<file path="config.mk">
export PLATFORM = sky130hd
export DESIGN_NAME = change_logger
export DESIGN_NICKNAME = d
export VERILOG_FILES = /design/src/rtl/change_logger.sv
export SDC_FILE = /design/constraint.sdc
export NUM_CORES = 1
export LEC_CHECK = 0
export ABC_CLOCK_PERIOD_IN_PS = 4250
export BUFFER_PORTS_ARGS = -buffer_cell sky130_fd_sc_hd__clkbuf_2
export CAP_MARGIN = 20
export CELL_PAD_IN_SITES_DETAIL_PLACEMENT = 0
export CELL_PAD_IN_SITES_GLOBAL_PLACEMENT = 2
export CORE_ASPECT_RATIO = 0.75
export CORE_MARGIN = 3
export CORE_UTILIZATION = 46
export CTS_CLUSTER_SIZE = 25
export DETAILED_ROUTE_END_ITERATION = 12
export PLACE_DENSITY_LB_ADDON = 0.1
export SLEW_MARGIN = 10
export SYNTH_ARGS = -nofsm -noshare
export SYNTH_HDL_FRONTEND = slang
export SYNTH_HIERARCHICAL = 1
export SYNTH_SLANG_ARGS = --single-unit
</file>
<file path="constraint.sdc">
create_clock -name clk -period 4.25 [get_ports clk]
set_input_delay 1.275 -clock clk [delete_from_list [all_inputs] [get_ports clk]]
set_output_delay 1.275 -clock clk [all_outputs]
set_load 0.05 [all_outputs]
</file>
<file path="src/rtl/change_logger.sv">
// Change logger: timestamps every change of a monitored vector into a FIFO.
// Optional build macro CHANGE_LOGGER_MASK_EN adds a per-bit mask for change detection.

// Generic synchronous FIFO, head presented combinationally, reads 0 while empty.
// Latency: a push at edge N is visible at the head after edge N when empty.
// Backpressure: push_rdy drops when full unless a pop happens in the same cycle.
module sync_fifo #(
    parameter int W     = 8,
    parameter int DEPTH = 8,
    localparam int AW   = $clog2(DEPTH),
    localparam int CW   = $clog2(DEPTH + 1)
) (
    input  logic          clk,
    input  logic          reset,
    input  logic          push_vld,
    output logic          push_rdy,
    input  logic [W-1:0]  push_dat,
    output logic          pop_vld,
    input  logic          pop_rdy,
    output logic [W-1:0]  pop_dat,
    output logic [CW-1:0] count
);
    logic [W-1:0]  mem [DEPTH];
    logic [AW-1:0] wr_ptr;
    logic [AW-1:0] rd_ptr;
    logic          do_push;
    logic          do_pop;

    assign pop_vld  = (count != '0);
    assign do_pop   = pop_vld && pop_rdy;
    // A pop frees the head slot in the same cycle, so a full FIFO can still accept.
    assign push_rdy = (count != CW'(DEPTH)) || do_pop;
    assign do_push  = push_vld && push_rdy;
    assign pop_dat  = pop_vld ? mem[rd_ptr] : '0;

    always_ff @(posedge clk) begin
        if (do_push) begin
            mem[wr_ptr] <= push_dat;
        end
    end

    always_ff @(posedge clk or posedge reset) begin
        if (reset) begin
            wr_ptr <= '0;
            rd_ptr <= '0;
            count  <= '0;
        end else begin
            if (do_push) begin
                wr_ptr <= wr_ptr + AW'(1);
            end
            if (do_pop) begin
                rd_ptr <= rd_ptr + AW'(1);
            end
            case ({do_push, do_pop})
                2'b10:   count <= count + CW'(1);
                2'b01:   count <= count - CW'(1);
                default: count <= count;
            endcase
        end
    end
endmodule

// Records {timestamp, value} on every change of sample_in; drops and counts events when full.
// Latency: change before edge N gives ev_valid after edge N when the FIFO was empty.
// Backpressure: ev_valid/ev_ready; a full FIFO without a pop drops the event (overflow, drop_cnt).
module change_logger #(
    parameter int WIDTH    = 5,
    parameter int DEPTH    = 8,
    parameter int TS_WIDTH = 16,
    localparam int CW      = $clog2(DEPTH + 1)
) (
    input  logic                clk,
    input  logic                reset,
    input  logic [WIDTH-1:0]    sample_in,
`ifdef CHANGE_LOGGER_MASK_EN
    input  logic [WIDTH-1:0]    mask,
`endif
    output logic                ev_valid,
    input  logic                ev_ready,
    output logic [WIDTH-1:0]    ev_value,
    output logic [TS_WIDTH-1:0] ev_time,
    output logic [CW-1:0]       count,
    output logic                overflow,
    input  logic                clear_overflow,
    output logic [7:0]          drop_cnt
);
    typedef struct packed {
        logic [TS_WIDTH-1:0] ts;
        logic [WIDTH-1:0]    value;
    } event_t;

    logic [TS_WIDTH-1:0] ts_q;
    logic [WIDTH-1:0]    prev_q;
    logic                chg;
    logic                push_rdy;
    logic                drop;
    event_t              wr_ev;
    event_t              head_ev;

`ifdef CHANGE_LOGGER_MASK_EN
    assign chg = ((sample_in ^ prev_q) & mask) != '0;
`else
    assign chg = (sample_in != prev_q);
`endif

    assign wr_ev.ts    = ts_q;
    assign wr_ev.value = sample_in;
    assign drop        = chg && !push_rdy;

    sync_fifo #(
        .W     ($bits(event_t)),
        .DEPTH (DEPTH)
    ) u_fifo (
        .clk      (clk),
        .reset    (reset),
        .push_vld (chg),
        .push_rdy (push_rdy),
        .push_dat (wr_ev),
        .pop_vld  (ev_valid),
        .pop_rdy  (ev_ready),
        .pop_dat  (head_ev),
        .count    (count)
    );

    assign ev_value = head_ev.value;
    assign ev_time  = head_ev.ts;

    always_ff @(posedge clk or posedge reset) begin
        if (reset) begin
            ts_q   <= '0;
            prev_q <= '0;
        end else begin
            ts_q   <= ts_q + TS_WIDTH'(1);
            prev_q <= sample_in;
        end
    end

    // A drop on the same edge as a clear wins, restarting the count at 1.
    always_ff @(posedge clk or posedge reset) begin
        if (reset) begin
            overflow <= 1'b0;
            drop_cnt <= '0;
        end else if (drop) begin
            overflow <= 1'b1;
            if (clear_overflow) begin
                drop_cnt <= 8'd1;
            end else if (drop_cnt != 8'hff) begin
                drop_cnt <= drop_cnt + 8'd1;
            end
        end else if (clear_overflow) begin
            overflow <= 1'b0;
            drop_cnt <= '0;
        end
    end
endmodule

</file>
# After elaboration in Yosys (flattened, before gate mapping)

Memories as Yosys holds them, arrays and structs flattened.
Index checks and enable logic that the tools add are counted.

Memories kept: 1
Register bits: 40
Output and inout port bits: 35
Logic and storage cells: 39
Bits of input ports: 9
Bits in writable memories: 168

Add/subtract/negate cells: 6
Eq/ne operators: 5
Reductions and logical operators: 10
Multiplexer cells: 10

Memories:

| name       | depth | width | read ports | clocked after memory_dff | wr ports | RTL line | source |
|---|---|---|---|---|---|---|---|
| u_fifo.mem | 8     | 21    | 1          | 0                        | 1        | 23       | `logic [W-1:0] mem [DEPTH];` |

Operators by type and width:

| cell                                                | number |
|---|---|
| two-way mux 8 bit                                   | 4 |
| two-way mux 21 bit                                  | 1 |
| adder 16 x 1 -> 16 bit, second input constant       | 1 |
| adder 8 x 1 -> 8 bit, second input constant         | 1 |
| != test 8 bit, second input constant                | 1 |
| case mux 4 bit (2 select lines)                     | 1 |
| adder 3 x 1 -> 3 bit, second input constant         | 2 |
| nonzero test 2 bit                                  | 3 |
| != test 5 bit                                       | 1 |
| adder 4 x 1 -> 4 bit, second input constant         | 1 |
| two-way mux 1 bit                                   | 4 |
| != test 4 bit, second input constant                | 1 |
| nonzero test 4 bit                                  | 1 |
| subtractor 4 x 1 -> 4 bit, second input constant    | 1 |
| logical AND 1 bit                                   | 3 |
| equality test 2 x 1 -> 1 bit, second input constant | 1 |
| equality test 2 bit, second input constant          | 1 |
| AND reduction 2 bit                                 | 1 |
| zero test 1 bit                                     | 1 |
| logical OR 1 bit                                    | 1 |

# Logic depth before layout (Yosys ltp)

Gate-level depths: netlist of run 1.

Word-level depth: 7
Depth in mapped cells: 12
Gate-level depth less buffers: 11

# Cells and area by module

Netlist of run 1, hierarchy kept.

By module, submodules not included:

| module        | cells an instance | times used | sequential area each (µm²) | area each (µm²) |
|---|---|---|---|---|
| sync_fifo     | 348               | 1          | 5295.1                     | 7126.8 |
| change_logger | 120               | 1          | 750.7                      | 1361.3 |

# Worst setup path after synthesis of run 1

Ideal clock, no wire load.

Kind: input -> register
Start point: input port sample_in[2]
End point: memory u_fifo/mem[0][0] in the netlist's numbering, enable pin
Setup time: 0.425 ns
Setup slack: -0.080 ns
Cell stages on the path: 8
Data required time: 3.825 ns
Arrival: 3.904 ns
Buffers on the path: 2
Cell sequence: xor2_1 > nor3_1 > and3_1 > buf_2 > inv_1 > clkbuf_1 > o211ai_1 > nor3_1

Word-level cells in the longest chain between the ends: 4

Ends and longest elaborated chain:

| item                                    | RTL line | source |
|---|---|---|
| start: declaration                      | 74       | `input logic [WIDTH-1:0] sample_in,` |
| != test 5 bit                           | 103      | `assign chg = (sample_in != prev_q);` |
| named net chg                           | 94       | `logic chg;` |
| logical AND 1 bit                       | 33       | `assign do_push = push_vld && push_rdy;` |
| two-way mux 1 bit                       | 37       | `if (do_push) begin` |
| two-way mux 1 bit (implied by the code) | 38       | `mem[wr_ptr] <= push_dat;` |
| end: declaration                        | 23       |  |

The timed path passes the listed nets, and every way through them passes these cells.

# Final worst setup path of run 1

Start point: register u_fifo.rd_ptr[1]
End point: output port ev_time[6]

Word-level cells in the longest chain between the ends: 2

Ends and longest elaborated chain:

| item                     | RTL line | source |
|---|---|---|
| start: declaration       | 25       | `logic [AW-1:0] rd_ptr;` |
| start signal: assignment | 52       | `rd_ptr <= rd_ptr + AW'(1);` |
| memory read (8 x 21 bit) | -        |  |
| two-way mux 21 bit       | 34       | `assign pop_dat = pop_vld ? mem[rd_ptr] : '0;` |
| end: declaration         | 81       | `output logic [TS_WIDTH-1:0] ev_time,` |

No other way between the ends.

==> Flow_metrics.wiki, run 1 <==
{| class="wikitable"
! Metric !! Value
|-
| Run status || finished clean
|-
| Yosys warning count || 6
|-
| Worst Setup Start Kind || flip-flop
|-
| Placed wire-length estimate || 9780 microns
|-
| Largest stage delay on the critical path || 0.85 ns
|-
| Detailed-router iteration count before antenna repair || 4
|-
| Async S/R FF share, synth || approximately a fifth
|-
| Post-layout minimum cycle time || 3.77 ns
|-
| Arrival time of the worst setup path || 2.50 ns
|-
| Synthesized netlist cell count || roughly 470
|-
| Minimum setup slack in the final design || about 0.48 ns
|-
| Required time reported for the critical path endpoint || a little under 3 ns
|-
| DIE AREA || 20100 sq um
|-
| # rows || 42
|-
| Main synth FF type || sky130_fd_sc_hd__edfxtp_1
|-
| Count of buffers added by post-CTS timing repair for setup || 0
|-
| Area share of fa/ha/maj cells after synthesis || 1.12%
|-
| Number of diodes added for antenna fixing || 0
|-
| DRC Markers || 0
|-
| Count of cells resized by post-cts repair || 0
|-
| Clock tree from TritonCTS || yes
|-
| Synth cell types || 56
|-
| Vias per cell || between 5 and 6
|-
| Area of the core region || between 15000 and 20000 sq um
|-
| Drt initial violations || 230
|-
| Power density over cell area || 773 nW/um^2
|-
| Post-layout net count || 547
|-
| Maximum clock frequency || 265 MHz
|-
| Static Leak || 3.56 nW
|-
| Buffers plus inverters on the worst setup path || 2
|-
| Detail-routed net length per standard cell || a little over 20 microns
|-
| Final hold vios || 0
|-
| Area share of xor/xnor cells in the synthesized design || 2.58%
|-
| Buffers on Ports || 43
|-
| Max clock buf depth || 3
|-
| Share of the clock period used by the worst path || 88.7%
|-
| Htree depth || 1
|-
| Gr ovfl total || 0
|-
| Clock Latency Late Sink || between 0.4 and 0.5 ns
|-
| Area fraction in and, or, nand and nor cells after synthesis || 6.47%
|-
| Cell Chain, Critical Path || buf_4 -> mux4_2 -> mux2i_1 -> nor2_1 -> clkbuf_2
|-
| Cts-stage hold buffer count || 0
|-
| Total global-route track usage || 17.0%
|-
| Inserted Clock Buffers || 21
|-
| Category of the critical setup timing path || reg -> out
|-
| Io pins || 44
|-
| Kind of cell adding the most delay to the critical path || flip-flops
|-
| Slew @ Worst Pin || 0.766 ns
|-
| Area added between synthesis and finish || 14.8%
|-
| Share of the synthesized area in the top cell type || approximately three fifths
|-
| Post-placement cell area || 9100 sq um
|-
| Post-synth net total || 484
|-
| Share of layout cells above drive strength 1 || 28.9%
|-
| Pins over their slew limit || 0
|-
| Class of the most critical hold timing path || reg -> reg
|-
| Clock root buffer master || sky130_fd_sc_hd__clkbuf_16
|-
| Total number of vias || 4287
|-
| First-pass GRT wire length || 25700 microns
|-
| Die boundary width || 163 microns
|-
| Worst IR Drop VDD || 0.421 mV
|-
| Top post-synthesis cells by area || sky130_fd_sc_hd__edfxtp_1, sky130_fd_sc_hd__dfrtp_1, sky130_fd_sc_hd__mux4_2
|-
| Vias in the first global route || 4300
|-
| Max-Cap Viols || 0
|-
| Fin Hold WS || 0.522 ns
|-
| Placer congestion estimate || 0.708
|-
| Setup-failing EPs final || 0
|-
| Post-route design area || about 9700 sq um
|-
| Sequential share of the synthesized area || a little under three quarters
|-
| Worst setup slack after placement || 0.270 ns
|-
| Multiplexer share of the synthesized area || 14.3%
|-
| Dominant combinational cell family by area after synthesis || multiplexers
|-
| Capturing element type of the critical path || output port
|-
| Antenna violation net count after detailed routing || 0
|-
| Yosys top cell by area || sky130_fd_sc_hd__edfxtp_1
|-
| Register clock-pin slew on the reported worst setup and hold paths || 0.06 ns
|-
| Largest fanout on the critical path || 26
|-
| Initial standard-cell utilization of the core || 47.5%
|-
| Number of antenna violations at the first check in global routing || 0
|-
| Largest net degree at the start of global routing || 27
|-
| Fraction of the mapped netlist area in compound gates || ~2.4%
|-
| RSZ-0062 raised after global routing || no
|-
| Setup tns final || 0 ns
|-
| Clock Skews || 0.00605 ns
|-
| Post-synthesis instance area || 8490 sq um
|-
| EDFF count, synth || roughly 170
|-
| Worst rel slew slack || 48.9%
|-
| TritonCTS sink count || roughly 210
|-
| Vert. Die Dim || 124 microns
|-
| Routed wire length || 16200 microns
|-
| Avg Synthesized Cell Area || 18.1 sq um
|-
| #FFs+latches synth || 208
|-
| Worst path slowest cell || sky130_fd_sc_hd__dfrtp_2
|}
## state kept, by name, summed over array words and instances (netlist names)
register	count
drop_cnt	8
overflow	1
prev_q	5
ts_q	16
u_fifo/count	4
u_fifo/mem	168
u_fifo/rd_ptr	3
u_fifo/wr_ptr	3
## area by class of cell
class / instances / area, sq um
clock buffers: 30 / 599
fillers: 1459 / 8120
well taps: 242 / 303
clock inverters: 8 / 45.0
multi-input cells: 226 / 2320
flip-flops and latches: 208 / 6050
inverters: 12 / 47.5
repair buffers: 62 / 383
## layout by cell type (no fill, tap or decap), types with 3 or more instances in the layout
cell type	netlist	layout
sky130_fd_sc_hd__buf_4	1	17
sky130_fd_sc_hd__nor2b_1	3	3
sky130_fd_sc_hd__mux2i_1	22	22
sky130_fd_sc_hd__xor2_1	8	8
sky130_fd_sc_hd__mux4_2	42	42
sky130_fd_sc_hd__inv_1	11	11
sky130_fd_sc_hd__clkinv_1	0	3
sky130_fd_sc_hd__o211ai_1	3	3
sky130_fd_sc_hd__nand4_1	3	3
sky130_fd_sc_hd__nand3_1	14	14
sky130_fd_sc_hd__clkbuf_1	8	5
sky130_fd_sc_hd__clkbuf_8	0	4
sky130_fd_sc_hd__clkbuf_2	0	43
sky130_fd_sc_hd__dfrtp_1	40	38
sky130_fd_sc_hd__ha_1	6	6
sky130_fd_sc_hd__xnor2_1	17	17
sky130_fd_sc_hd__nand2b_1	3	3
sky130_fd_sc_hd__o21ai_0	3	3
sky130_fd_sc_hd__nor2_1	33	27
sky130_fd_sc_hd__nor2_2	0	6
sky130_fd_sc_hd__nor3_1	8	6
sky130_fd_sc_hd__edfxtp_1	168	168
sky130_fd_sc_hd__o31ai_1	3	3
sky130_fd_sc_hd__a21oi_1	4	4
sky130_fd_sc_hd__mux2_2	3	3
sky130_fd_sc_hd__and3_1	3	3
sky130_fd_sc_hd__nand2_1	13	13
sky130_fd_sc_hd__clkbuf_16	0	21
## through the flow
| stage | std cells | power (mW) | utilization [%] |
|---|---|---|---|
| finish | 788 | 7.53 | 54.5 |
| floorplan | 468 | 5.11 | - |
| detailed placement | 750 | 5.93 | 50.9 |
| global placement | 750 | 5.88 | 50.9 |
| global route | 788 | 7.94 | 54.5 |
| CTS | 788 | 7.65 | 54.5 |
## report_power, final
part	switching, mW	internal (mW)	total, mW
Sequential	0.258	2.72	2.98
Clock	0.718	0.982	1.70
Combinational	1.88	0.975	2.85
Total	2.85	4.67	7.53
## synth_stat cells (4+ instances only)
library cell,n
sky130_fd_sc_hd__inv_1,11
sky130_fd_sc_hd__a21oi_1,4
sky130_fd_sc_hd__clkbuf_1,8
sky130_fd_sc_hd__ha_1,6
sky130_fd_sc_hd__nor3_1,8
sky130_fd_sc_hd__mux2i_1,22
sky130_fd_sc_hd__buf_2,9
sky130_fd_sc_hd__edfxtp_1,168
sky130_fd_sc_hd__nor2_1,33
sky130_fd_sc_hd__mux4_2,42
sky130_fd_sc_hd__nand3_1,14
sky130_fd_sc_hd__nand2_1,13
sky130_fd_sc_hd__xor2_1,8
sky130_fd_sc_hd__xnor2_1,17
sky130_fd_sc_hd__dfrtp_1,40
## routing by layer
| layer | global-route usage [%] | share of wire, % | vias up |
|---|---|---|---|
| met4 | 3.49 | 1.6 | 0 |
| li1 | - | - | 1980 |
| met5 | 0 | 0 | - |
| met1 | 26.2 | 48 | 2208 |
| met3 | 2.99 | 4.2 | 24 |
| met2 | 25.9 | 46 | 75 |
## worst paths after layout
path	start	endpoint	depth (start not counted)	slack, ns
min in group asynchronous	reset	u_fifo/rd_ptr[2]$_DFFE_PP0N_	2	0.76
setup reg to reg	u_fifo/count[0]$_DFFE_PP0P_	u_fifo/count[3]$_DFFE_PP0P_	9	1.22
hold / removal	overflow$_DFFE_PP0P_	overflow$_DFFE_PP0P_	1	0.52
max in group asynchronous	reset	ts_q[13]$_DFF_PP0_	3	2.74
setup / recovery	u_fifo/rd_ptr[1]$_DFFE_PP0N_	ev_time[6]	5	0.48
hold reg to reg	overflow$_DFFE_PP0P_	overflow$_DFFE_PP0P_	1	0.52
## logic make-up (layout without fill, tap and decap cells)
logic type / count (synthesis) / after routing
DFF: 208 / 208
and+or+nand+nor: 99 / 99
muxes: 68 / 68
AOI/OAI and AO/OA: 27 / 27
xor gates and xnor gates: 25 / 25
adders and majority gates: 7 / 7
buffers and inverters: 34 / 112
No activity file was read; power rests on OpenSTA's default activity.
==> run 2: changes to the inputs <==
- ABC_CLOCK_PERIOD_IN_PS: 4250 -> 4450
- CORE_UTILIZATION: 46 -> 50
- RECOVER_POWER: unset -> 100
- clock period: 4.25 -> 4.45 ns (I/O delays scaled with it)
==> Flow_metrics.wiki, run 2 (synthesis gave the netlist of run 1 again) <==
{| class="wikitable"
! Metric !! Value
|-
| Run status || finished clean (unchanged)
|-
| Clk network pwr share || 23.7% (was 22.6%)
|-
| Largest fanout on the critical path || 14 (was 26)
|-
| Most common cell after layout, fill and taps aside || sky130_fd_sc_hd__edfxtp_1 (unchanged)
|-
| Count of buffers added by post-CTS timing repair for setup || 0 (unchanged)
|-
| Pins over their slew limit || 0 (unchanged)
|-
| Detailed-router iteration count before antenna repair || 4 (unchanged)
|-
| Cts-stage hold buffer count || 0 (unchanged)
|-
| Register clock-pin slew on the reported worst setup and hold paths || 0.06 ns (about the same)
|-
| Minimum setup slack in the final design || 0.513 ns (was 0.479 ns)
|-
| Vias per cell || 5.71 (was 5.44)
|-
| Static Leak || 3.37 nW (was 3.56 nW)
|-
| Final hold vios || 0 (unchanged)
|-
| Total number of vias || 4334 (was 4287)
|-
| Area of the core region || 16300 sq um (was 17900 sq um)
|-
| Worst Setup Start Kind || flip-flop (unchanged)
|-
| Share of layout cells above drive strength 1 || 19.5% (was 28.9%)
|-
| Power Internal || 4.43 mW (was 4.67 mW)
|-
| Arrival time of the worst setup path || 2.60 ns (was 2.50 ns)
|-
| Vias in the first global route || 4373 (was 4300)
|-
| Post-layout net count || 550 (was 547)
|-
| Capturing element type of the critical path || output port (unchanged)
|-
| Total global-route track usage || 18.2% (was 17.0%)
|-
| Clock tree from TritonCTS || yes (unchanged)
|-
| Buffers on Ports || 43 (unchanged)
|-
| Relative contribution of sequential cells to total power || 39.4% (was 39.5%)
|-
| Class of the most critical hold timing path || reg -> reg (unchanged)
|-
| # rows || 40 (was 42)
|-
| Vert. Die Dim || 119 microns (was 124 microns)
|-
| Setup tns final || 0 ns (unchanged)
|-
| Post-layout minimum cycle time || around 3.9 ns
|-
| Max clock buf depth || 3 (unchanged)
|-
| Net Sw Power || 2.70 mW (was 2.85 mW)
|-
| Inserted Clock Buffers || 21 (unchanged)
|-
| Initial standard-cell utilization of the core || 52.0% (was 47.5%)
|-
| Detail-routed net length per standard cell || 21.4 microns (was 20.6 microns)
|-
| Max-Cap Viols || 0 (unchanged)
|-
| Count of cells resized by post-cts repair || 0 (unchanged)
|-
| Gr ovfl total || 0 (unchanged)
|-
| First-pass GRT wire length || 26000 microns (was 25700 microns)
|-
| RSZ-0062 raised after global routing || no (unchanged)
|-
| Most flops, register || u_fifo/mem (unchanged)
|-
| Commonest cells after routing, fill and taps aside || sky130_fd_sc_hd__edfxtp_1, sky130_fd_sc_hd__clkbuf_1, sky130_fd_sc_hd__mux4_2 (was sky130_fd_sc_hd__edfxtp_1, sky130_fd_sc_hd__clkbuf_2, sky130_fd_sc_hd__mux4_2)
|-
| Antenna violation net count after detailed routing || 0 (unchanged)
|-
| Switching power share of the total || 37.9% (about the same)
|-
| Placer congestion estimate || 0.719 (was 0.708)
|-
| Die boundary width || 156 microns (was 163 microns)
|-
| Number of cells after detailed placement || 721 (was 750)
|-
| Clock Skews || 0.0150 ns (was 0.00605 ns)
|-
| Io pins || 44 (unchanged)
|-
| Drt initial violations || 279 (was 230)
|-
| Worst setup slack after placement || 0.428 ns (was 0.270 ns)
|-
| Power density over cell area || 744 nW/um^2 (was 773 nW/um^2)
|-
| Clock root buffer master || sky130_fd_sc_hd__clkbuf_16 (unchanged)
|-
| Number of diodes added for antenna fixing || 0 (unchanged)
|-
| DIE AREA || 18600 sq um (was 20100 sq um)
|-
| TritonCTS sink count || 208 (unchanged)
|-
| Flip-flop count of the largest register, all copies and words added || 168 (unchanged)
|-
| Maximum clock frequency || 254 MHz
|-
| Biggest registers after layout || u_fifo/mem: 168 flops, ts_q: 16 flops, drop_cnt: 8 flops (unchanged)
|-
| Clock Latency Late Sink || 0.49 ns (about the same)
|-
| Depth of the most critical reg-to-reg path || 9 (unchanged)
|-
| Category of the critical setup timing path || reg -> out (unchanged)
|-
| Largest net degree at the start of global routing || 23 (was 27)
|-
| Routed wire length || 16300 microns (was 16200 microns)
|-
| Number of antenna violations at the first check in global routing || 0 (unchanged)
|-
| Required time reported for the critical path endpoint || 3.12 ns (was 2.97 ns)
|-
| Logic gate share of total power || 36.9% (was 37.9%)
|-
| Area added between synthesis and finish || 12.8% (was 14.8%)
|-
| Share of the clock period used by the worst path || 88.5%
|-
| Instance count along the most critical hold path || 1 (unchanged)
|-
| Slew @ Worst Pin || 0.988 ns (was 0.766 ns)
|-
| Worst rel slew slack || 34.1% (was 48.9%)
|-
| Htree depth || 1 (unchanged)
|-
| DRC Markers || 0 (unchanged)
|-
| Setup-failing EPs final || 0 (unchanged)
|-
| Placed wire-length estimate || 10400 microns (was 9780 microns)
|-
| Worst IR Drop VDD || 0.371 mV (was 0.421 mV)
|-
| Filler-free cell count of the finished design || 759 (was 788)
|-
| Final cell utilization of the core || 58.7% (was 54.5%)
|}
## run 2: changes by cell type in the layout (fill, tap and decap cells not counted), sizes merged
cell	change
bufinv	+2
clkinv	-2
clkbuf	+15
buf	-12
inv	+1
clkinvlp	-1
## run 2: layout make-up
| cell class | count | area, sq um |
|---|---|---|
| clock inverters | 8 | 101 |
| flip-flops and latches | 208 | 6050 |
| well taps | 210 | 263 |
| fillers | 1271 | 6740 |
| clock buffers | 30 | 559 |
| repair buffers | 65 | 285 |
| inverters | 12 | 47.5 |
| multi-input cells | 226 | 2270 |
## run 2: path summary, 6_finish.rpt
check / slack (ns) / start / endpoint
max in group asynchronous: 2.37 / reset / ts_q[14]$_DFF_PP0_
min in group asynchronous: 0.83 / reset / u_fifo/wr_ptr[0]$_DFFE_PP0P_
min reg2reg: 0.51 / overflow$_DFFE_PP0P_ / overflow$_DFFE_PP0P_
max: 0.51 / u_fifo/rd_ptr[0]$_DFFE_PP0N_ / ev_time[12]
max reg2reg: 1.47 / u_fifo/count[0]$_DFFE_PP0P_ / u_fifo/count[3]$_DFFE_PP0P_
min: 0.51 / overflow$_DFFE_PP0P_ / overflow$_DFFE_PP0P_
## run 2: through the flow
stage | total power [mW] | cell area (sq um) | hold slack (ns)
after CTS | 7.34 | 9730 | 0.519
after global routing | 7.51 | 9570 | 0.565
final | 7.13 | 9570 | 0.509
after detailed placement | 5.64 | 9070 | 0.500
after global placement | 5.58 | 9040 | 0.495
after floorplan | 4.88 | 8490 | 0.493
## run 2: power groups by stage
stage	clock network [mW]	logic [mW]	registers, mW
6_report	1.69	2.63	2.81
5_1_grt	1.82	2.84	2.86
4_1_cts	1.74	2.79	2.81
3_5_place_dp	0	2.78	2.85
3_3_place_gp	0	2.75	2.83
2_1_floorplan	0	2.05	2.83
## run 2: critical path, cell delays in order (launching register included)
cell and delay (ns):
sky130_fd_sc_hd__dfrtp_2 0.47, sky130_fd_sc_hd__clkbuf_2 0.50, sky130_fd_sc_hd__mux4_2 0.58, sky130_fd_sc_hd__mux2i_1 0.15
sky130_fd_sc_hd__nor2_1 0.08, sky130_fd_sc_hd__clkbuf_1 0.33
## run 2: routing by layer
layer  GRT usage (%)  vias up  wire length [microns]  share of wire, %
met5               0        -                      0                 0
li1                -     1978                      -                 -
met2            27.1      102                   7460                46
met4            3.72        0                    292               1.8
met3            2.72       24                    864               5.3
met1            28.9     2230                   7660                47
==> run 3: changes to the inputs <==
- ABC_CLOCK_PERIOD_IN_PS: 4450 -> 4190
- CORE_UTILIZATION: 50 -> 46
- clock period: 4.45 -> 4.19 ns (I/O delays scaled with it)
==> Flow_metrics.wiki, run 3 (synthesis gave the netlist of run 1 again) <==
{| class="wikitable"
! Metric !! Value
|-
| Number of antenna violations at the first check in global routing || 0 (unchanged)
|-
| Share of layout cells above drive strength 1 || 23.3% (was 19.5%)
|-
| Most common cell after layout, fill and taps aside || sky130_fd_sc_hd__edfxtp_1 (unchanged)
|-
| Total global-route track usage || 17.2% (was 18.2%)
|-
| Antenna violation net count after detailed routing || 0 (unchanged)
|-
| Biggest registers after layout || u_fifo/mem: 168 flops, ts_q: 16 flops, drop_cnt: 8 flops (unchanged)
|-
| Initial standard-cell utilization of the core || 47.5% (was 52.0%)
|-
| Drt initial violations || 263 (was 279)
|-
| Vert. Die Dim || 124 microns (was 119 microns)
|-
| Reg-to-Reg Start || u_fifo/count[0]$_DFFE_PP0P_ (unchanged)
|-
| Io pins || 44 (unchanged)
|-
| Setup-failing EPs final || 0 (unchanged)
|-
| Max-Cap Viols || 0 (unchanged)
|-
| Area added between synthesis and finish || 15.2% (was 12.8%)
|-
| Multi-input gate area in the final layout || 2310 sq um (was 2270 sq um)
|-
| Setup tns final || 0 ns (unchanged)
|-
| Endpoint of the lowest-slack register-to-register path || u_fifo/count[3]$_DFFE_PP0P_ (unchanged)
|-
| Required time reported for the critical path endpoint || 2.93 ns (was 3.12 ns)
|-
| Depth of the most critical reg-to-reg path || 9 (unchanged)
|-
| Capturing element type of the critical path || output port (unchanged)
|-
| Arrival time of the worst setup path || 2.58 ns (was 2.60 ns)
|-
| Placer congestion estimate || 0.715 (was 0.719)
|-
| Pins over their slew limit || 0 (unchanged)
|-
| Share of the clock period used by the worst path || 91.5%
|-
| Die boundary width || 163 microns (was 156 microns)
|-
| Worst IR Drop VDD || 0.536 mV (was 0.371 mV)
|-
| Worst Setup Start Kind || flip-flop (unchanged)
|-
| HP Start || overflow$_DFFE_PP0P_ (unchanged)
|-
| Area of the core region || 17900 sq um (was 16300 sq um)
|-
| Gr ovfl total || 0 (unchanged)
|-
| Total number of vias || 4301 (was 4334)
|-
| Largest fanout on the critical path || 27 (was 14)
|-
| TritonCTS sink count || 208 (unchanged)
|-
| Count of buffers added by post-CTS timing repair for setup || 0 (unchanged)
|-
| Kind of cell adding the most delay to the critical path || flip-flops (was buffers and inverters)
|-
| Detail-routed net length per standard cell || 20.9 microns (was 21.4 microns)
|-
| Routed wire length || 16500 microns (was 16300 microns)
|-
| Number of diodes added for antenna fixing || 0 (unchanged)
|-
| Worst path slowest cell || sky130_fd_sc_hd__dfrtp_2 (was sky130_fd_sc_hd__mux4_2)
|-
| R2r setup slk || 1.07 ns (was 1.47 ns)
|-
| Worst rel slew slack || 41.2% (was 34.1%)
|-
| Register area || 6050 sq um (unchanged)
|-
| Clock Skews || 0.0227 ns (was 0.0150 ns)
|-
| Largest stage delay on the critical path || 0.86 ns (was 0.58 ns)
|-
| Vias in the first global route || 4559 (was 4373)
|-
| Class of the most critical hold timing path || reg -> reg (unchanged)
|-
| Buffers on Ports || 43 (unchanged)
|-
| Endpoint, Worst Hold || overflow$_DFFE_PP0P_ (unchanged)
|-
| # rows || 42 (was 40)
|-
| Slew @ Worst Pin || 0.881 ns (was 0.988 ns)
|-
| DRC Markers || 0 (unchanged)
|-
| Cell Chain, Critical Path || clkbuf_2 -> mux4_2 -> mux2i_1 -> nor2_1 -> clkbuf_2 (was clkbuf_2 -> mux4_2 -> mux2i_1 -> nor2_1 -> clkbuf_1)
|-
| Inserted Clock Buffers || 21 (unchanged)
|-
| Filler instances || 1463 (was 1271)
|-
| Flip-flop count of the largest register, all copies and words added || 168 (unchanged)
|-
| Clock Latency Late Sink || 0.50 ns (was 0.49 ns)
|-
| Htree depth || 1 (unchanged)
|-
| Static Leak || 3.51 nW (was 3.37 nW)
|-
| RSZ-0062 raised after global routing || no (unchanged)
|-
| Detailed-router iteration count before antenna repair || 4 (unchanged)
|-
| Commonest cells after routing, fill and taps aside || sky130_fd_sc_hd__edfxtp_1, sky130_fd_sc_hd__mux4_2, sky130_fd_sc_hd__dfrtp_1 (was sky130_fd_sc_hd__edfxtp_1, sky130_fd_sc_hd__clkbuf_1, sky130_fd_sc_hd__mux4_2)
|-
| Clock root buffer master || sky130_fd_sc_hd__clkbuf_16 (unchanged)
|-
| Most flops, register || u_fifo/mem (unchanged)
|-
| DIE AREA || 20100 sq um (was 18600 sq um)
|-
| Largest net degree at the start of global routing || 30 (was 23)
|-
| Cts-stage hold buffer count || 0 (unchanged)
|-
| Count of cells resized by post-cts repair || 0 (unchanged)
|-
| Run status || finished clean (unchanged)
|-
| Max clock buf depth || 3 (unchanged)
|-
| Post-layout net count || 545 (was 550)
|-
| Maximum clock frequency || 261 MHz
|-
| Overall power of the completed layout || 7.85 mW (was 7.13 mW)
|-
| Vias per cell || 5.47 (was 5.71)
|-
| Buffers plus inverters on the worst setup path || 2 (unchanged)
|-
| Instance count along the most critical hold path || 1 (unchanged)
|-
| Most frequent cell on the critical path || sky130_fd_sc_hd__clkbuf_2
|-
| Post-layout minimum cycle time || 3.83 ns
|-
| Placed wire-length estimate || 9500 microns (was 10400 microns)
|-
| Register clock-pin slew on the reported worst setup and hold paths || 0.07 ns (was 0.06 ns)
|-
| First-pass GRT wire length || 26300 microns (was 26000 microns)
|-
| Final hold vios || 0 (unchanged)
|-
| Power density over cell area || 802 nW/um^2 (was 744 nW/um^2)
|-
| Clock tree from TritonCTS || yes (unchanged)
|-
| Category of the critical setup timing path || reg -> out (unchanged)
|}
run 3: changes by cell type in the layout (fill, tap and decap cells not counted), sizes merged:
cell,delta
clkinvlp,-1
clkbuf,+1
inv,-1
buf,-3
clkinv,-1
run 3: where the power goes:
part	leakage (nW)	switching [mW]	internal, mW	total (mW)
clock network	0.383	0.745	1.27	2.01
registers	2.07	0.287	2.77	3.05
logic	1.05	1.87	0.916	2.78
total	3.51	2.90	4.95	7.85
run 3: layout make-up:
| class | count | area share [%] |
|---|---|---|
| clock buffer | 33 | 7.10 |
| multi-input combinational | 226 | 23.6 |
| sequential | 208 | 61.8 |
| tap | 242 | 3.10 |
| timing repair buffer | 60 | 3.02 |
| inverter | 12 | 0.486 |
| clock inverter | 5 | 0.844 |
run 3: how the worst max path moves through the flow:
stage | end | from | slack [ns] | cells past startpoint
3_3_place_gp | u_fifo/count[3]$_DFFE_PP0P_ | sample_in[2] | 0.63 | 12
5_1_grt | u_fifo/mem[6][12]$_DFFE_PP_ | sample_in[3] | 0.18 | 9
6_report | ev_time[6] | u_fifo/rd_ptr[1]$_DFFE_PP0N_ | 0.36 | 5
3_5_place_dp | u_fifo/count[3]$_DFFE_PP0P_ | sample_in[2] | 0.52 | 12
4_1_cts | ev_time[14] | u_fifo/rd_ptr[0]$_DFFE_PP0N_ | 0.41 | 5
2_1_floorplan | u_fifo/mem[6][0]$_DFFE_PP_ | sample_in[2] | 0.43 | 8
run 3: routing by layer:
| metal | wire [microns] | vias up | GRT usage (%) |
|---|---|---|---|
| met5 | 0 | - | 0 |
| met4 | 386 | 0 | 4.75 |
| met3 | 560 | 29 | 2.43 |
| met1 | 7970 | 2231 | 25.8 |
| met2 | 7540 | 78 | 27.0 |
| li1 | - | 1963 | - |
run 3: metrics by stage:
step | worst slack, ns | utilization [%] | cell area (sq um) | hold slack, ns | instances
3_3_place_gp | 0.628 | 50.9 | 9090 | 0.501 | 748
4_1_cts | 0.410 | 55.2 | 9860 | 0.518 | 786
2_1_floorplan | 0.432 | - | 8500 | 0.493 | 468
5_1_grt | 0.185 | 54.7 | 9780 | 0.536 | 786
6_report | 0.356 | 54.7 | 9780 | 0.511 | 786
3_5_place_dp | 0.524 | 50.9 | 9090 | 0.503 | 748
